### src/rtl/fetch_stage_pkg.sv
// Shared definitions for the IF stage: next-PC select encodings, reset constants,
// and the branch-offset helper used by the next-PC calculator.
package fetch_stage_pkg;

    typedef enum logic [2:0] {
        NPC_SEQ = 3'd0,
        NPC_BEQ = 3'd1,
        NPC_BNE = 3'd2,
        NPC_J   = 3'd3,
        NPC_JR  = 3'd4
    } npc_op_e;

    localparam logic [31:0] RESET_PC_DEFAULT  = 32'h0000_3000;
    localparam logic [31:0] NOP_INSTR_DEFAULT = 32'h0000_0000;

    // Word offset sign-extended and scaled to a byte offset.
    function automatic logic [31:0] branch_offset(input logic [15:0] imm);
        return {{14{imm[15]}}, imm, 2'b00};
    endfunction

endpackage

### src/rtl/fetch_stage_npc.sv
// Combinational next-PC select. Branch and jump targets are formed from pc_id,
// the PC of the control-transfer instruction sitting in ID.
module fetch_stage_npc
    import fetch_stage_pkg::*;
(
    input  logic [31:0] pc_if,
    input  logic [31:0] pc_id,
    input  logic [2:0]  npc_op,
    input  logic        zero,
    input  logic [15:0] imm16,
    input  logic [25:0] instr_index,
    input  logic [31:0] jr_target,
    output logic [31:0] next_pc
);

    logic [31:0] w_seq;
    logic [31:0] w_btarg;
    logic [31:0] w_jtarg;

    assign w_seq   = pc_if + 32'd4;
    assign w_btarg = pc_id + 32'd4 + branch_offset(imm16);
    assign w_jtarg = {pc_id[31:28], instr_index, 2'b00};

    always_comb begin
        next_pc = w_seq;
        case (npc_op)
            NPC_BEQ: next_pc = zero ? w_btarg : w_seq;
            NPC_BNE: next_pc = zero ? w_seq : w_btarg;
            NPC_J:   next_pc = w_jtarg;
            NPC_JR:  next_pc = jr_target;
            default: next_pc = w_seq;
        endcase
    end

endmodule

### src/rtl/fetch_stage.sv
// MIPS IF stage: PC register and IF/ID pipeline register. The delay slot is
// architectural, so a redirect only changes the fetch after the slot; there is no flush.
module fetch_stage
    import fetch_stage_pkg::*;
#(
    parameter logic [31:0] RESET_PC  = RESET_PC_DEFAULT,
    parameter logic [31:0] NOP_INSTR = NOP_INSTR_DEFAULT
) (
    input  logic        clk,
    input  logic        reset,
    input  logic        stall,
    input  logic [2:0]  npc_op,
    input  logic        zero,
    input  logic [15:0] imm16,
    input  logic [25:0] instr_index,
    input  logic [31:0] jr_target,
    input  logic [31:0] instr_in,
    output logic [31:0] pc_if,
    output logic [31:0] instr_id,
    output logic [31:0] pc_id,
    output logic [31:0] pc8_id,
    output logic        adel_if
);

    logic [31:0] r_pc_if;
    logic [31:0] r_instr_id;
    logic [31:0] r_pc_id;
    logic [31:0] w_next_pc;

    fetch_stage_npc u_npc (
        .pc_if       (r_pc_if),
        .pc_id       (r_pc_id),
        .npc_op      (npc_op),
        .zero        (zero),
        .imm16       (imm16),
        .instr_index (instr_index),
        .jr_target   (jr_target),
        .next_pc     (w_next_pc)
    );

    // Reset wins over stall so a pending branch in ID is discarded.
    always_ff @(posedge clk) begin
        if (reset) begin
            r_pc_if    <= RESET_PC;
            r_instr_id <= NOP_INSTR;
            r_pc_id    <= RESET_PC;
        end else if (!stall) begin
            r_pc_if    <= w_next_pc;
            r_instr_id <= instr_in;
            r_pc_id    <= r_pc_if;
        end
    end

    assign pc_if    = r_pc_if;
    assign instr_id = r_instr_id;
    assign pc_id    = r_pc_id;
    assign pc8_id   = r_pc_id + 32'd8;
    assign adel_if  = (r_pc_if[1:0] != 2'b00);

endmodule

### config.mk
export PLATFORM = sky130hd
export DESIGN_NAME = fetch_stage
export DESIGN_NICKNAME = d
export VERILOG_FILES = /design/src/rtl/fetch_stage_pkg.sv /design/src/rtl/fetch_stage_npc.sv /design/src/rtl/fetch_stage.sv
export SDC_FILE = /design/constraint.sdc
export NUM_CORES = 1
export LEC_CHECK = 0
export ABC_AREA = 1
export CELL_PAD_IN_SITES_DETAIL_PLACEMENT = 2
export CELL_PAD_IN_SITES_GLOBAL_PLACEMENT = 2
export CORE_MARGIN = 4
export CORE_UTILIZATION = 24
export CTS_CLUSTER_DIAMETER = 80
export DETAILED_ROUTE_END_ITERATION = 6
export HOLD_SLACK_MARGIN = 0.1
export PLACE_DENSITY_LB_ADDON = 0.1
export SLEW_MARGIN = 20
export SYNTH_ARGS = -nofsm -noshare
export SYNTH_HDL_FRONTEND = slang
export SYNTH_SLANG_ARGS = --single-unit
### constraint.sdc
create_clock -name clk -period 2.5 [get_ports clk]
set_input_delay 0.375 -clock clk [delete_from_list [all_inputs] [get_ports clk]]
set_output_delay 0.375 -clock clk [all_outputs]
set_load 0.005 [all_outputs]
**Word-level counts from Yosys, hierarchy flattened**

Cells that the tools add are included.

- Register bits: 96
- Input port bits: 113
- Output and inout port bits: 129
- Logic and storage cells: 15

- Add/subtract/negate cells: 4
- Eq/ne operators: 4
- Mux-type cells: 3
- Reduce and logical (&&, ||, !) cells: 1

Operators by type and width:

| kind | count |
|---|---|
| one-hot mux 32 bit (4 select lines) | 1 |
| adder 32 x 3 -> 32 bit, second input constant | 2 |
| two-way mux 32 bit | 2 |
| adder 32 bit | 1 |
| adder 32 x 4 -> 32 bit, second input constant | 1 |
| equality test 3 x 2 -> 1 bit, second input constant | 2 |
| equality test 3 x 1 -> 1 bit, second input constant | 1 |
| equality test 3 bit, second input constant | 1 |
| nonzero test 2 bit | 1 |

**Depth between registers and ports, before layout**

Gate-level depths: netlist (run 1).

- Depth after elaboration: 4
- Mapped depth: 18
- Mapped depth without buffers: 18

**Modules after synthesis**

A second synthesis (run 1) with hierarchy kept.

- Cells, all modules: 1341
- Area, all modules: 8204.1 µm²

Modules (own cells, without submodules):

| module | times used | cells an instance | area each (µm²) | sequential area each (µm²) |
|---|---|---|---|---|
| fetch_stage | 1 | 577 | 4157.7 | 1921.8 |
| fetch_stage_npc | 1 | 764 | 4046.4 | 0.0 |

**Worst setup path before layout (run 1)**

OpenSTA, ideal clock, no wires.

- Kind: input port to flip-flop
- Start point: input imm16[1]
- End point: register r_pc_if[19] (netlist: pc_if[19])
- Setup time: 0.109 ns
- Arrival time: 2.086 ns
- Data required time: 2.391 ns
- Path slack: 0.305 ns
- Stages on the path: 16
- Buffers on the path: 0
- Path through: ha_1 -> ha_1 -> inv_1 -> fa_1 -> inv_1 -> nand3_1 -> nand3_1 -> nand2_1 -> nand2_1 -> nand3_1 -> nand2_1 -> nand2_1 -> nand3_1 -> nand4_1 -> nand2_1 -> inv_1

- Word-level cells in the longest chain between the ends: 3
- Elaborated cells between the ends (all ways): 4
- Classes of those cells: add/sub (1); mux (3)

Ends and longest elaborated chain:

| element | line | text |
|---|---|---|
| from (decl) | fetch_stage.sv:14 | `input logic [15:0] imm16,` |
| adder 32 bit (*) | fetch_stage_npc.sv:21 | `assign w_btarg = pc_id + 32'd4 + branch_offset(imm16);` |
| two-way mux 32 bit (on tied branches) | fetch_stage_npc.sv:28, fetch_stage_npc.sv:27 |  |
| one-hot mux 32 bit (4 select lines) (*) | fetch_stage_npc.sv:26 | `case (npc_op)` |
| to (signal assigned) | fetch_stage.sv:48 | `r_pc_if <= w_next_pc;` |
| to (decl) | fetch_stage.sv:25 | `logic [31:0] r_pc_if;` |

Every way passes the cells marked *; elsewhere a longest branch is shown, timed or not.
A chain may end at the register's enable or synchronous reset.

**Worst setup path after layout (run 1)**

- Start point: register r_pc_id[8] (netlist: pc_id[8])
- End point: output pc8_id[29]

- Word-level cells in the longest chain between the ends: 1

Ends and longest elaborated chain:

| element | line | text |
|---|---|---|
| from (decl) | fetch_stage.sv:27 | `logic [31:0] r_pc_id;` |
| from (signal assigned) | fetch_stage.sv:50 | `r_pc_id <= r_pc_if;` |
| adder 32 x 4 -> 32 bit | fetch_stage.sv:57 | `assign pc8_id = r_pc_id + 32'd8;` |
| to (decl) | fetch_stage.sv:21 | `output logic [31:0] pc8_id,` |

No other way between the ends.

==> results.sh, run 1 <==
export IMPL_path_clk_slew_ns=0.09
export IMPL_grt_pass1_vias=11600
export IMPL_setup_viol=17
export IMPL_period_share_pct=109
export IMPL_vias_per_cell=4.96
export IMPL_ys_flop_type="dfxtp_1"
export IMPL_cellLeakagePower_uw=0.00641
export IMPL_syn_area_mm2=0.00803
export IMPL_syn_nets=1493
export IMPL_dp_hpwl_um=36300
export IMPL_antenna_found_initial=0
export IMPL_rows=66
export IMPL_syn_to_final_growth_pct=74.0
export IMPL_violations="negative setup slack"
export IMPL_end_kind="primary output"
export IMPL_clk_path_buf_depth=2
export IMPL_grt_pass1_wl_um=68900
export IMPL_synth_cells=1320
export IMPL_r2r_start="pc_id[3]$_SDFFE_PP0N_"
export IMPL_ir_drop_v=0.000272
export IMPL_htree_levels=3
export IMPL_final_common_cell="nand2_1"
export IMPL_hold_depth=2
export IMPL_ys_seq_elements=96
export IMPL_max_slew_worst_pin_slew_ns=0.622
export IMPL_die_h_um=191
export IMPL_hold_end="instr_id[26]$_SDFFE_PP0N_"
export IMPL_final_cell_mix="nand2_1, clkdlybuf4s50_1, inv_1, buf_4, nor2_1"
export IMPL_ios=242
export IMPL_rr_worst_depth=17
export IMPL_drive_above_1_share_pct=25.3
export IMPL_gp_congestion=0.825
export IMPL_ff_latch_area_mm2=0.00196
export IMPL_drtAntennaViolNets=0
export IMPL_max_stage_delay_ns=0.35
export IMPL_slew_headroom_pct=58.1
export IMPL_start_kind="flip-flop"
export IMPL_slowest_stage="dfxtp_2"
export IMPL_initial_utilization_pct=24.5
export IMPL_path_max_fanout=3
export IMPL_cts_buffers=9
export IMPL_cts_root_buf="clkbuf_16"
export IMPL_setup_slack_ns=-0.231
export IMPL_grt_max_degree=94
export IMPL_yosys_warnings=0
export IMPL_design_die_area_mm2=0.0365
export IMPL_status="complete, but fails checks"
export IMPL_dp_slack_ns=-0.664
export IMPL_drtIter0Drc=495
export IMPL_cts_tree="built"
export IMPL_dr_pass1_iters=4
export IMPL_multi_input_area_mm2=0.00629
export IMPL_fin_skew_ns=0.0183
export IMPL_fillers=3840
export IMPL_grtUsageTotal_pct=24.4
export IMPL_min_path_type="flip-flop to flip-flop"
export IMPL_avgSynthCellArea_um2=6.09
export IMPL_crit_chain="inv_1 -> nor3_4 -> nand2_2 -> nor3_4 -> nand2_2 -> nor2_4 -> nand3_4 -> nor2_4 -> xor2_2 -> buf_2"
export IMPL_tns_ns=-1.14
export IMPL_power_density_mw_per_mm2=443
export IMPL_die_x_um=191
export IMPL_drcViolationCount=0
export IMPL_synth_seq_area_share_pct=23.9
export IMPL_maxCapViolCount=0
export IMPL_max_freq_ghz=0.366
export IMPL_antennaDiodeCount=0
export IMPL_clk_latency_ns=0.37
export IMPL_route_vias_total=10800
export IMPL_period_needed_ns=2.73
export IMPL_synthArstFlopShare_pct=0
export IMPL_finalHoldViolations=0
export IMPL_wl_um=49600
export IMPL_cts_sinks=96
export IMPL_fin_nets=1910
export IMPL_rsz0062_at_grt="true"
export IMPL_grt_overflow=0
export IMPL_worstHoldStart="instr_id[26]$_SDFFE_PP0N_"
export IMPL_synth_distinct_cells=40
export IMPL_wire_per_inst_um=22.7
export IMPL_arrival_ns=2.36
export IMPL_cts_hold_buf=0
export IMPL_path_class="flip-flop to primary output"
export IMPL_port_buffers=241
export IMPL_slew_viol_final=0
export IMPL_coreArea_mm2=0.0328
export IMPL_synth_edf_count=0
export IMPL_crit_required_ns=2.12
export IMPL_r2r_end="pc_if[17]$_SDFFE_PP0N_"
export IMPL_r2r_setup_slack_ns=-0.04
[cells in the mapped netlist (2+ instances only)]
master | n | share of area (%)
xnor2_1 | 11 | 1.2
clkinv_1 | 3 | 0.14
buf_1 | 3 | 0.14
o21ai_0 | 96 | 6.0
ha_1 | 59 | 9.2
nor2_4 | 2 | 0.28
nor4_1 | 7 | 0.55
buf_4 | 3 | 0.28
nor2_1 | 140 | 6.5
nor2_2 | 4 | 0.31
a22o_1 | 16 | 1.7
nand3_1 | 101 | 6.3
and3_1 | 2 | 0.16
nand2_1 | 328 | 15
o21bai_1 | 3 | 0.28
buf_2 | 5 | 0.31
o211ai_1 | 3 | 0.28
dfxtp_1 | 96 | 24
a31oi_1 | 2 | 0.16
or2_2 | 2 | 0.16
a21oi_1 | 91 | 5.7
nand3b_1 | 9 | 0.84
xor2_1 | 24 | 2.6
inv_1 | 195 | 9.1
a21o_1 | 4 | 0.37
a41oi_1 | 4 | 0.44
nand4_1 | 31 | 2.4
clkbuf_1 | 33 | 1.5
nor3_1 | 26 | 1.6
nor3_4 | 2 | 0.40
nand2_2 | 6 | 0.47
[flip-flops by register name, summed over array words and instances (netlist names)]
signal and flops:
instr_id 32, pc_id 32, pc_if 32
[per-stage QoR]
| step | utilization, % | hold WS [ns] | instances | cell area, um^2 | total power, uW |
|---|---|---|---|---|---|
| floorplan | - | 0.473 | 1320 | 8030 | 2670 |
| global placement | 37.3 | 0.461 | 2136 | 12200 | 3920 |
| detailed placement | 37.3 | 0.476 | 2136 | 12200 | 3980 |
| CTS | 39.8 | 0.490 | 2167 | 13100 | 5880 |
| global route | 42.6 | 0.509 | 2184 | 14000 | 6520 |
| finish | 42.6 | 0.483 | 2184 | 14000 | 6190 |
[worst max-delay path, delay by kind of cell (launching register included)]
kind | cells | cell delay, ns
DFF | 1 | 0.35
and+or+nand+nor | 7 | 1.12
buffers and inverters | 2 | 0.28
xor gates and xnor gates | 1 | 0.22
[cell type report]
cell class / count / area share, %
Sequential cell: 96 / 14.1
Clock buffer: 10 / 1.71
Inverter: 198 / 5.32
Timing Repair Buffer: 450 / 29.0
Multi-Input combinational cell: 982 / 45.0
Tap cell: 442 / 3.96
Clock inverter: 6 / 0.985
[per-layer routing]
| layer | global-route usage, % | up-vias | part of all wire [%] |
|---|---|---|---|
| met5 | 0 | - | 0 |
| met4 | 4.83 | 0 | 2.0 |
| met3 | 4.05 | 45 | 3.7 |
| met2 | 42.3 | 210 | 50 |
| met1 | 32.2 | 5440 | 44 |
| li1 | - | 5127 | - |
[report_power, final]
| group | switching, uW | internal [uW] |
|---|---|---|
| clock network | 695 | 1110 |
| logic | 1370 | 1200 |
| registers | 161 | 1650 |
[kinds of logic (layout without fill, tap and decap cells)]
| family | count (synthesis) | in the layout | synth area share (%) |
|---|---|---|---|
| AOI/OAI and AO/OA | 224 | 224 | 15.4 |
| xor gates and xnor gates | 35 | 35 | 3.82 |
| adders and majority gates | 60 | 60 | 9.44 |
| buffers and inverters | 242 | 664 | 11.5 |
| DFF | 96 | 96 | 23.9 |
| and+or+nand+nor | 663 | 663 | 35.9 |
[worst max path at each step]
stage          slack, ns  cells after the start             startpoint                endpoint
3_5_place_dp       -0.66                     13              imm16[15]  pc_if[26]$_SDFFE_PP0N_
2_1_floorplan       0.31                     16               imm16[1]  pc_if[19]$_SDFFE_PP0N_
5_1_grt            -0.32                     10  pc_id[8]$_SDFFE_PP0N_              pc8_id[29]
6_report           -0.23                     10  pc_id[8]$_SDFFE_PP0N_              pc8_id[29]
4_1_cts            -0.27                     11  pc_id[3]$_SDFFE_PP0N_              pc8_id[29]
3_3_place_gp       -0.68                     13              imm16[15]  pc_if[26]$_SDFFE_PP0N_
[what timing repair did]
item | in CTS | in global routing
resized for setup | 156 | 165
setup buffers | 15 | 18
pin swaps | 25 | 59
hold endpoints to repair | 0 | 0
setup endpoints to repair | 45 | 45
Power figures use the tool's default switching activity.
==> run 2, diff against run 1 <==
- ABC_CLOCK_PERIOD_IN_PS: unset -> 2500
- SLEW_MARGIN: 20 -> 10
==> results of run 2 <==
Same layout as run 1: the final DEF is identical, and so are final timing and power.
